--- src/rtl/mdu_issue_ctrl.sv ---
// Issue/sequencing controller for the shared multiply/divide unit and its HI/LO registers.
// Optional build macro MDU_FLUSH_CANCEL_EN: a flush while busy aborts the in-flight operation.
module mdu_issue_ctrl #(
  parameter int unsigned MULT_LAT = 5,
  parameter int unsigned DIV_LAT  = 10,
  parameter int unsigned CNT_W    = 4
) (
  input  logic             clk,
  input  logic             reset,
  input  logic             op_valid_i,
  input  logic [2:0]       op_i,
  input  logic             flush_i,
  output logic             stall_o,
  output logic             start_o,
  output logic             divide_o,
  output logic             is_unsigned_o,
  output logic             calc_we_o,
  output logic             hi_we_o,
  output logic             lo_we_o,
  output logic             rd_lo_o,
  output logic [CNT_W-1:0] count_o,
  output logic             busy_o
);

  typedef enum logic [0:0] {StIdle, StBusy} state_e;

  state_e             state_q, state_d;
  logic [CNT_W-1:0]   count_q, count_d;
  logic               divide_q, divide_d;
  logic               unsigned_q, unsigned_d;
  logic               busy;
  logic               acc;
  logic               count_one;
  logic               abort;

  always_comb begin
    busy      = (state_q == StBusy);
    count_one = (count_q == CNT_W'(1));
`ifdef MDU_FLUSH_CANCEL_EN
    abort     = busy & flush_i;
`else
    abort     = 1'b0;
`endif
    // Ops are only accepted in IDLE, so start/hi_we/lo_we can never fire while busy.
    acc           = ~reset & op_valid_i & ~flush_i & ~busy;
    stall_o       = ~reset & op_valid_i & ~flush_i & busy;
    start_o       = acc & ~op_i[2];
    hi_we_o       = acc & (op_i == 3'b110);
    lo_we_o       = acc & (op_i == 3'b111);
    rd_lo_o       = ~reset & op_valid_i & (op_i[2:1] == 2'b10) & op_i[0];
    calc_we_o     = ~reset & busy & count_one & ~abort;
    count_o       = reset ? '0 : count_q;
    divide_o      = ~reset & divide_q;
    is_unsigned_o = ~reset & unsigned_q;
    busy_o        = ~reset & busy;
  end

  always_comb begin
    state_d    = state_q;
    count_d    = count_q;
    divide_d   = divide_q;
    unsigned_d = unsigned_q;
    unique case (state_q)
      StIdle: begin
        if (start_o) begin
          count_d    = op_i[1] ? CNT_W'(DIV_LAT) : CNT_W'(MULT_LAT);
          divide_d   = op_i[1];
          unsigned_d = op_i[0];
          state_d    = StBusy;
        end
      end
      StBusy: begin
        // The commit cycle (count == 1) is the last busy cycle.
        if (abort || (count_q <= CNT_W'(1))) begin
          count_d = '0;
          state_d = StIdle;
        end else begin
          count_d = count_q - CNT_W'(1);
        end
      end
      default: begin
        count_d = '0;
        state_d = StIdle;
      end
    endcase
  end

  always_ff @(posedge clk) begin
    if (reset) begin
      state_q    <= StIdle;
      count_q    <= '0;
      divide_q   <= 1'b0;
      unsigned_q <= 1'b0;
    end else begin
      state_q    <= state_d;
      count_q    <= count_d;
      divide_q   <= divide_d;
      unsigned_q <= unsigned_d;
    end
  end

endmodule

--- config.mk ---
export PLATFORM = sky130hd
export DESIGN_NAME = mdu_issue_ctrl
export DESIGN_NICKNAME = d
export VERILOG_FILES = /design/src/rtl/mdu_issue_ctrl.sv
export SDC_FILE = /design/constraint.sdc
export NUM_CORES = 1
export LEC_CHECK = 0
export ABC_AREA = 1
export CORE_ASPECT_RATIO = 1.1
export CORE_MARGIN = 2
export CORE_UTILIZATION = 35
export CTS_BUF_LIST = sky130_fd_sc_hd__clkbuf_8
export DETAILED_ROUTE_END_ITERATION = 7
export GPL_TIMING_DRIVEN = 1
export PLACE_DENSITY_LB_ADDON = 0.05
export SLEW_MARGIN = 30
export SYNTH_ARGS = -nofsm -noshare
export SYNTH_HDL_FRONTEND = slang
export SYNTH_SLANG_ARGS = --single-unit
--- constraint.sdc ---
create_clock -name clk -period 1.5 [get_ports clk]
set_input_delay 0.3 -clock clk [delete_from_list [all_inputs] [get_ports clk]]
set_output_delay 0.3 -clock clk [all_outputs]
set_load 0.02 [all_outputs]
==> impl_metrics.tcl, run 1 <==
set metrics [dict create \
    hold_violations 0 \
    met3_usage 0.02381 \
    min_from "unsigned_q" \
    finalClockSkew_ps 2.072 \
    num_vias 686 \
    finalCritPeriodShare 0.9617 \
    hold_depth 2 \
    drv_cap 0 \
    ioPinCount 20 \
    r2r_start "count_q[0]" \
    firstDrtPassIters 4 \
    dieArea_um2 1907 \
    min_to "unsigned_q" \
    met1_usage 0.1814 \
    fill_cells 161 \
    grt_max_degree 11 \
    place_area_um2 897.1 \
    initial_core_util 0.3621 \
    overflow 0 \
    reg2reg_depth 10 \
    htree_levels 1 \
    rr_endpoint "count_q[3]" \
    whs_ps 470.6 \
    period_needed_ps 1443 \
    netlist.area_leader.share 0.2545 \
    power_mw 0.6257 \
    portBuffers 19 \
    antenna_found_initial 0 \
    finalMaxSlewViolations 0 \
    hold_buffers 0 \
    insertedDiodeCount 0 \
    power.switching_mw 0.1772 \
    cts_sinks 7 \
    synth_nets 99 \
    avgSynthCellArea_um2 6.117 \
    place_inst 142 \
    pwr-share-clk 0.412 \
    synthTopCellsByArea "dfxtp_1, nor2_1, nand2_1" \
    stdcell_count 147 \
    maxSlewHeadroom 0.8229 \
    gp_congestion 0.8009 \
    syn2layout_area_growth_pct 71.14 \
    async_reset_ff_frac 0 \
    ys_seq_area_frac 0.2545 \
    yosysTopAreaCell "dfxtp_1" \
    yosys-top-cells-count "nor2_1, nand2_1, inv_1, nand3_1, dfxtp_1" \
    die_h_um 45.60 \
    internal_power_mw 0.4484 \
    synth_cells 90 \
    worst_skew_pair.late_latency_ps 230 \
    setup_viol 0 \
    clk_transition_reported_paths_ps 40 \
    grt_pass1_vias 600 \
    drt-initial-drc-count 8 \
    wl_um 1409 \
    required_ps 1200 \
    tritoncts "done" \
    die_x_um 41.82 \
    p_leak_nw 0.5239 \
    top_usage_layer "met2" \
    clock_path_buffers 2 \
    drc_errors 0 \
    yosysWarnings 0 \
    vias_per_cell 4.667 \
    track_usage 0.1736 \
    rows 15 \
    p_seq_frac 0.321 \
    seqCellArea_um2 140.1 \
    wl_per_cell_um 9.585 \
    layout-drive-gt1-share 0.3385 \
    arrival_ps 1140 \
    synthDistinctLibCells 20 \
    hpwl_um 1163 \
    multi_input_area_um2 369.1 \
    crit_type "flop to primary output" \
    core_um2 1520 \
    grt_use_met2 0.3281 \
    run_status "complete, no violations" \
    fmax_mhz 693.2 \
    grt_pass1_wl_um 2442 \
    synth_edf_count 0 \
    min_path_type "flop to flop" \
    synth_area_um2 550.5 \
    critPathLaunchType "flop" \
    synthMostInstantiatedCell "nor2_1" \
    path_max_fanout 3 \
    critPathSlowestCell "dlygate4sd2_1" \
    numCtsBuffers 3 \
    rsz0062_at_grt "false" \
    p_per_area_nw_per_um2 664.1 \
    swShare 0.2833 \
    r2r_slack_ps 170 \
    cts_root_buf "clkbuf_8" \
    final_cell_area_um2 942.2 \
    path_cells "inv_1 -> buf_4 -> nor2_1 -> dlygate4sd2_1" \
    max_stage_delay_ps 330 \
    synth_flop_cell "dfxtp_1" \
    ir_worst_vdd_mv 0.3942 \
    layout.nets 140 \
    antenna_left 0 \
    p_comb_frac 0.267 \
    crit_path_end_kind "primary output" \
    fin_util 0.6198 \
    ys_seq_elements 7 \
    worstMarginPinSlew_ps 264.4 \
]
## worst max-delay path by stage
stage,slack (ps),depth (start not counted),end,start
floorplan,30,3,calc_we_o,busy
global placement,-600,5,lo_we_o,reset
detailed placement,-640,5,lo_we_o,reset
CTS,20,4,lo_we_o,op_valid_i
global route,3,4,divide_o,reset
finish,60,4,count_o[1],count_q[1]
## cells by family (layout without fill, tap and decap cells)
logic type / count (synthesis) / count (layout) / share of synthesized area
buffers and inverters: 18 / 58 / 0.1409
adder cells (fa/ha/maj): 2 / 2 / 0.04545
AO/OA/AOI/OAI: 5 / 5 / 0.05455
flip-flops: 7 / 7 / 0.2545
AND/OR/NAND/NOR: 58 / 58 / 0.5046
## flip-flops by register name, summed over array words and instances, names as in the netlist
signal	cells
busy	1
count_q	4
divide_q	1
unsigned_q	1
## area by class of cell
cell class | instances | area share
Inverter | 17 | 0.07039
Tap cell | 17 | 0.02258
Multi-Input combinational cell | 65 | 0.3918
Sequential cell | 7 | 0.1487
Timing Repair Buffer | 37 | 0.3187
Clock inverter | 1 | 0.003984
Clock buffer | 3 | 0.04382
## per-layer routing
layer,vias to the layer above,share of wire
li1,362,-
met5,-,0
met3,4,0.057
met4,0,0.023
met1,296,0.40
met2,24,0.51
## power by group through the flow
| stage | registers [mW] | clock network [mW] | logic (mW) |
|---|---|---|---|
| finish | 0.201 | 0.258 | 0.167 |
| global route | 0.201 | 0.273 | 0.186 |
| CTS | 0.201 | 0.266 | 0.165 |
| detailed placement | 0.204 | 0 | 0.167 |
| global placement | 0.203 | 0 | 0.166 |
| floorplan | 0.203 | 0 | 0.0882 |
## layout by cell type (no fill, tap or decap)
cell type / n
nor2_1: 21
nand2_1: 19
buf_4: 18
inv_1: 11
dlygate4sd2_1: 10
nand3_1: 8
dfxtp_1: 7
inv_2: 6
buf_2: 5
clkbuf_8: 3
nand2_2: 2
o21ai_0: 2
ha_1: 2
clkdlybuf4s15_2: 2
inv_4: 1
nand3_4: 1
nor2_8: 1
nand4_4: 1
nor3_1: 1
nor4_4: 1
nor4_2: 1
and3_1: 1
a31oi_1: 1
a21oi_1: 1
a21oi_2: 1
nand3b_1: 1
clkdlybuf4s15_1: 1
buf_12: 1
## worst max-delay path: cells and delay by family, from the launching register on
kind,cells,cell delay (ps)
flip-flops,1,320
buffers and inverters,3,530
AND/OR/NAND/NOR,1,70
## per-stage QoR
| step | setup slack, ps | TNS, ps |
|---|---|---|
| finish | 57.46 | 0 |
| detailed placement | -643.4 | -7296 |
| floorplan | 28.32 | 0 |
| CTS | 18.41 | 0 |
| global route | 2.890 | 0 |
| global placement | -603.1 | -7043 |
## repair_timing
action	CTS	global route
cloned	0	0
gates resized for setup	50	5
setup endpoints to repair	13	3
setup buffers	1	0
pin swaps	4	2
(Power assumes the default switching activity.)
==> run 2, diff against run 1 <==
Settings changed: CORE_ASPECT_RATIO 1.1 to default.
==> impl_metrics.tcl, run 2 (synthesized netlist as in run 1, its figures left out) <==
set metrics [dict create \
    min_to "unsigned_q" \
    min_from "unsigned_q" \
    ioPinCount 20 \
    reg2reg_depth 10 \
    numCtsBuffers 3 \
    finalMaxSlewViolations 0 \
    layout-drive-gt1-share 0.3636 \
    min_path_type "flop to flop" \
    hold_depth 2 \
    regMostFlops "count_q" \
    fin_util 0.6345 \
    whs_ps 476.4 \
    wl_per_cell_um 9.534 \
    portBuffers 19 \
    largest_reg_flops 4 \
    overflow 0 \
    rows 14 \
    finalCritPeriodShare 0.9636 \
    final_cell_area_um2 944.7 \
    core_um2 1489 \
    num_vias 652 \
    gp_congestion 0.7417 \
    r2r_slack_ps 200 \
    p_leak_nw 0.5213 \
    period_needed_ps 1445 \
    critPathLaunchType "flop" \
    ir_worst_vdd_mv 0.3863 \
    finalClockSkew_ps 2.478 \
    grt_pass1_wl_um 2642 \
    layout.nets 142 \
    antenna_found_initial 0 \
    tritoncts "done" \
    layout_common_cells "nor2_1, buf_4, nand2_1, inv_1, nand3_1" \
    crit_path_end_kind "primary output" \
    rr_endpoint "count_q[3]" \
    clk_transition_reported_paths_ps 40 \
    critPathSlowestCell "dlygate4sd2_1" \
    hold_violations 0 \
    cts_sinks 7 \
    setup_viol 0 \
    insertedDiodeCount 0 \
    initial_core_util 0.3697 \
    path_cells "inv_1 -> buf_4 -> nor2_1 -> dlygate4sd2_1" \
    htree_levels 1 \
    dieArea_um2 1906 \
    grt_max_degree 9 \
    crit_type "flop to primary output" \
    arrival_ps 1150 \
    wl_um 1411 \
    drt-initial-drc-count 3 \
    r2r_start "count_q[0]" \
    antenna_left 0 \
    syn2layout_area_growth_pct 71.59 \
    run_status "complete, no violations" \
    track_usage 0.1850 \
    hpwl_um 1139 \
    cts_root_buf "clkbuf_8" \
    place_area_um2 890.9 \
    drc_errors 0 \
    die_x_um 43.66 \
    hold_buffers 0 \
    rsz0062_at_grt "false" \
    grt_pass1_vias 630 \
    worstMarginPinSlew_ps 278.6 \
    vias_per_cell 4.405 \
    clock_path_buffers 2 \
    place_ws_ps -615.3 \
    fill_cells 138 \
    fmax_mhz 691.9 \
    firstDrtPassIters 3 \
    worst_skew_pair.late_latency_ps 230 \
    drv_cap 0 \
    path_max_fanout 3 \
    die_h_um 43.66 \
    required_ps 1200 \
    maxSlewHeadroom 0.8134 \
    p_per_area_nw_per_um2 671.4 \
    max_stage_delay_ps 330 \
    layout_setup_ws_ps 54.61 \
]
run 2: cell count changes in the layout (fill, tap and decap cells not counted), sizes merged:
cell,previous run,this run
buf,24,28
dlygate4sd2,10,7
clkdlybuf4s15,3,4
run 2: how the worst max path moves through the flow:
stage / from / end / slack (ps)
global route: busy / lo_we_o / 1
global placement: op_i[2] / lo_we_o / -580
detailed placement: op_valid_i / lo_we_o / -620
CTS: reset / rd_lo_o / 20
floorplan: busy / calc_we_o / 30
finish: count_q[1] / count_o[1] / 50
run 2: worst max-delay path, delay by kind of cell, from the launching register on:
family        cells  cell delay, ps
buf+inv           3             530
flops             1             320
simple gates      1              70
run 2: routing by layer:
layer  vias to the layer above  GRT usage  routed length, µm
li1                        365          -                  -
met1                       267     0.2163                634
met2                        18     0.3265                686
met3                         2    0.02500                 70
met4                         0    0.09091                 19
met5                         -          0                  0
run 2: per-stage QoR:
step / instances / setup TNS, ps / total power, mW
detailed placement: 142 / -7047 / 0.3665
floorplan: 90 / 0 / 0.2915
global placement: 142 / -6774 / 0.3643
global route: 148 / 0 / 0.6681
CTS: 148 / 0 / 0.6303
finish: 148 / 0 / 0.6342
run 2: report_power, final:
| part | total, mW | switching (mW) | internal, mW | leakage (nW) |
|---|---|---|---|---|
| clock network | 0.267 | 0.0893 | 0.178 | 0.0269 |
| registers | 0.200 | 0.00468 | 0.195 | 0.0569 |
| logic | 0.167 | 0.0919 | 0.0754 | 0.438 |
run 2: what timing repair did:
item,in CTS,in global routing
buffers inserted,2,0
pin swaps,3,2
gates resized for setup,56,8
setup endpoints to repair,13,4
gates cloned,0,0
run 2: cell type report:
class                      instances  area [µm²]  area share
clock buffer                       3       41.29     0.04371
clock inverter                     1       3.754    0.003974
inverter                          17       66.31     0.07020
multi-input combinational         65       371.6      0.3934
sequential                         7       140.1      0.1483
tap                               16       20.02     0.02119
timing repair buffer              39       301.5      0.3192
==> run 3, diff against run 2 <==
Settings changed: HOLD_SLACK_MARGIN from default to 0.06.
==> results of run 3 <==
Final layout, timing and power as in run 2 (identical DEF).
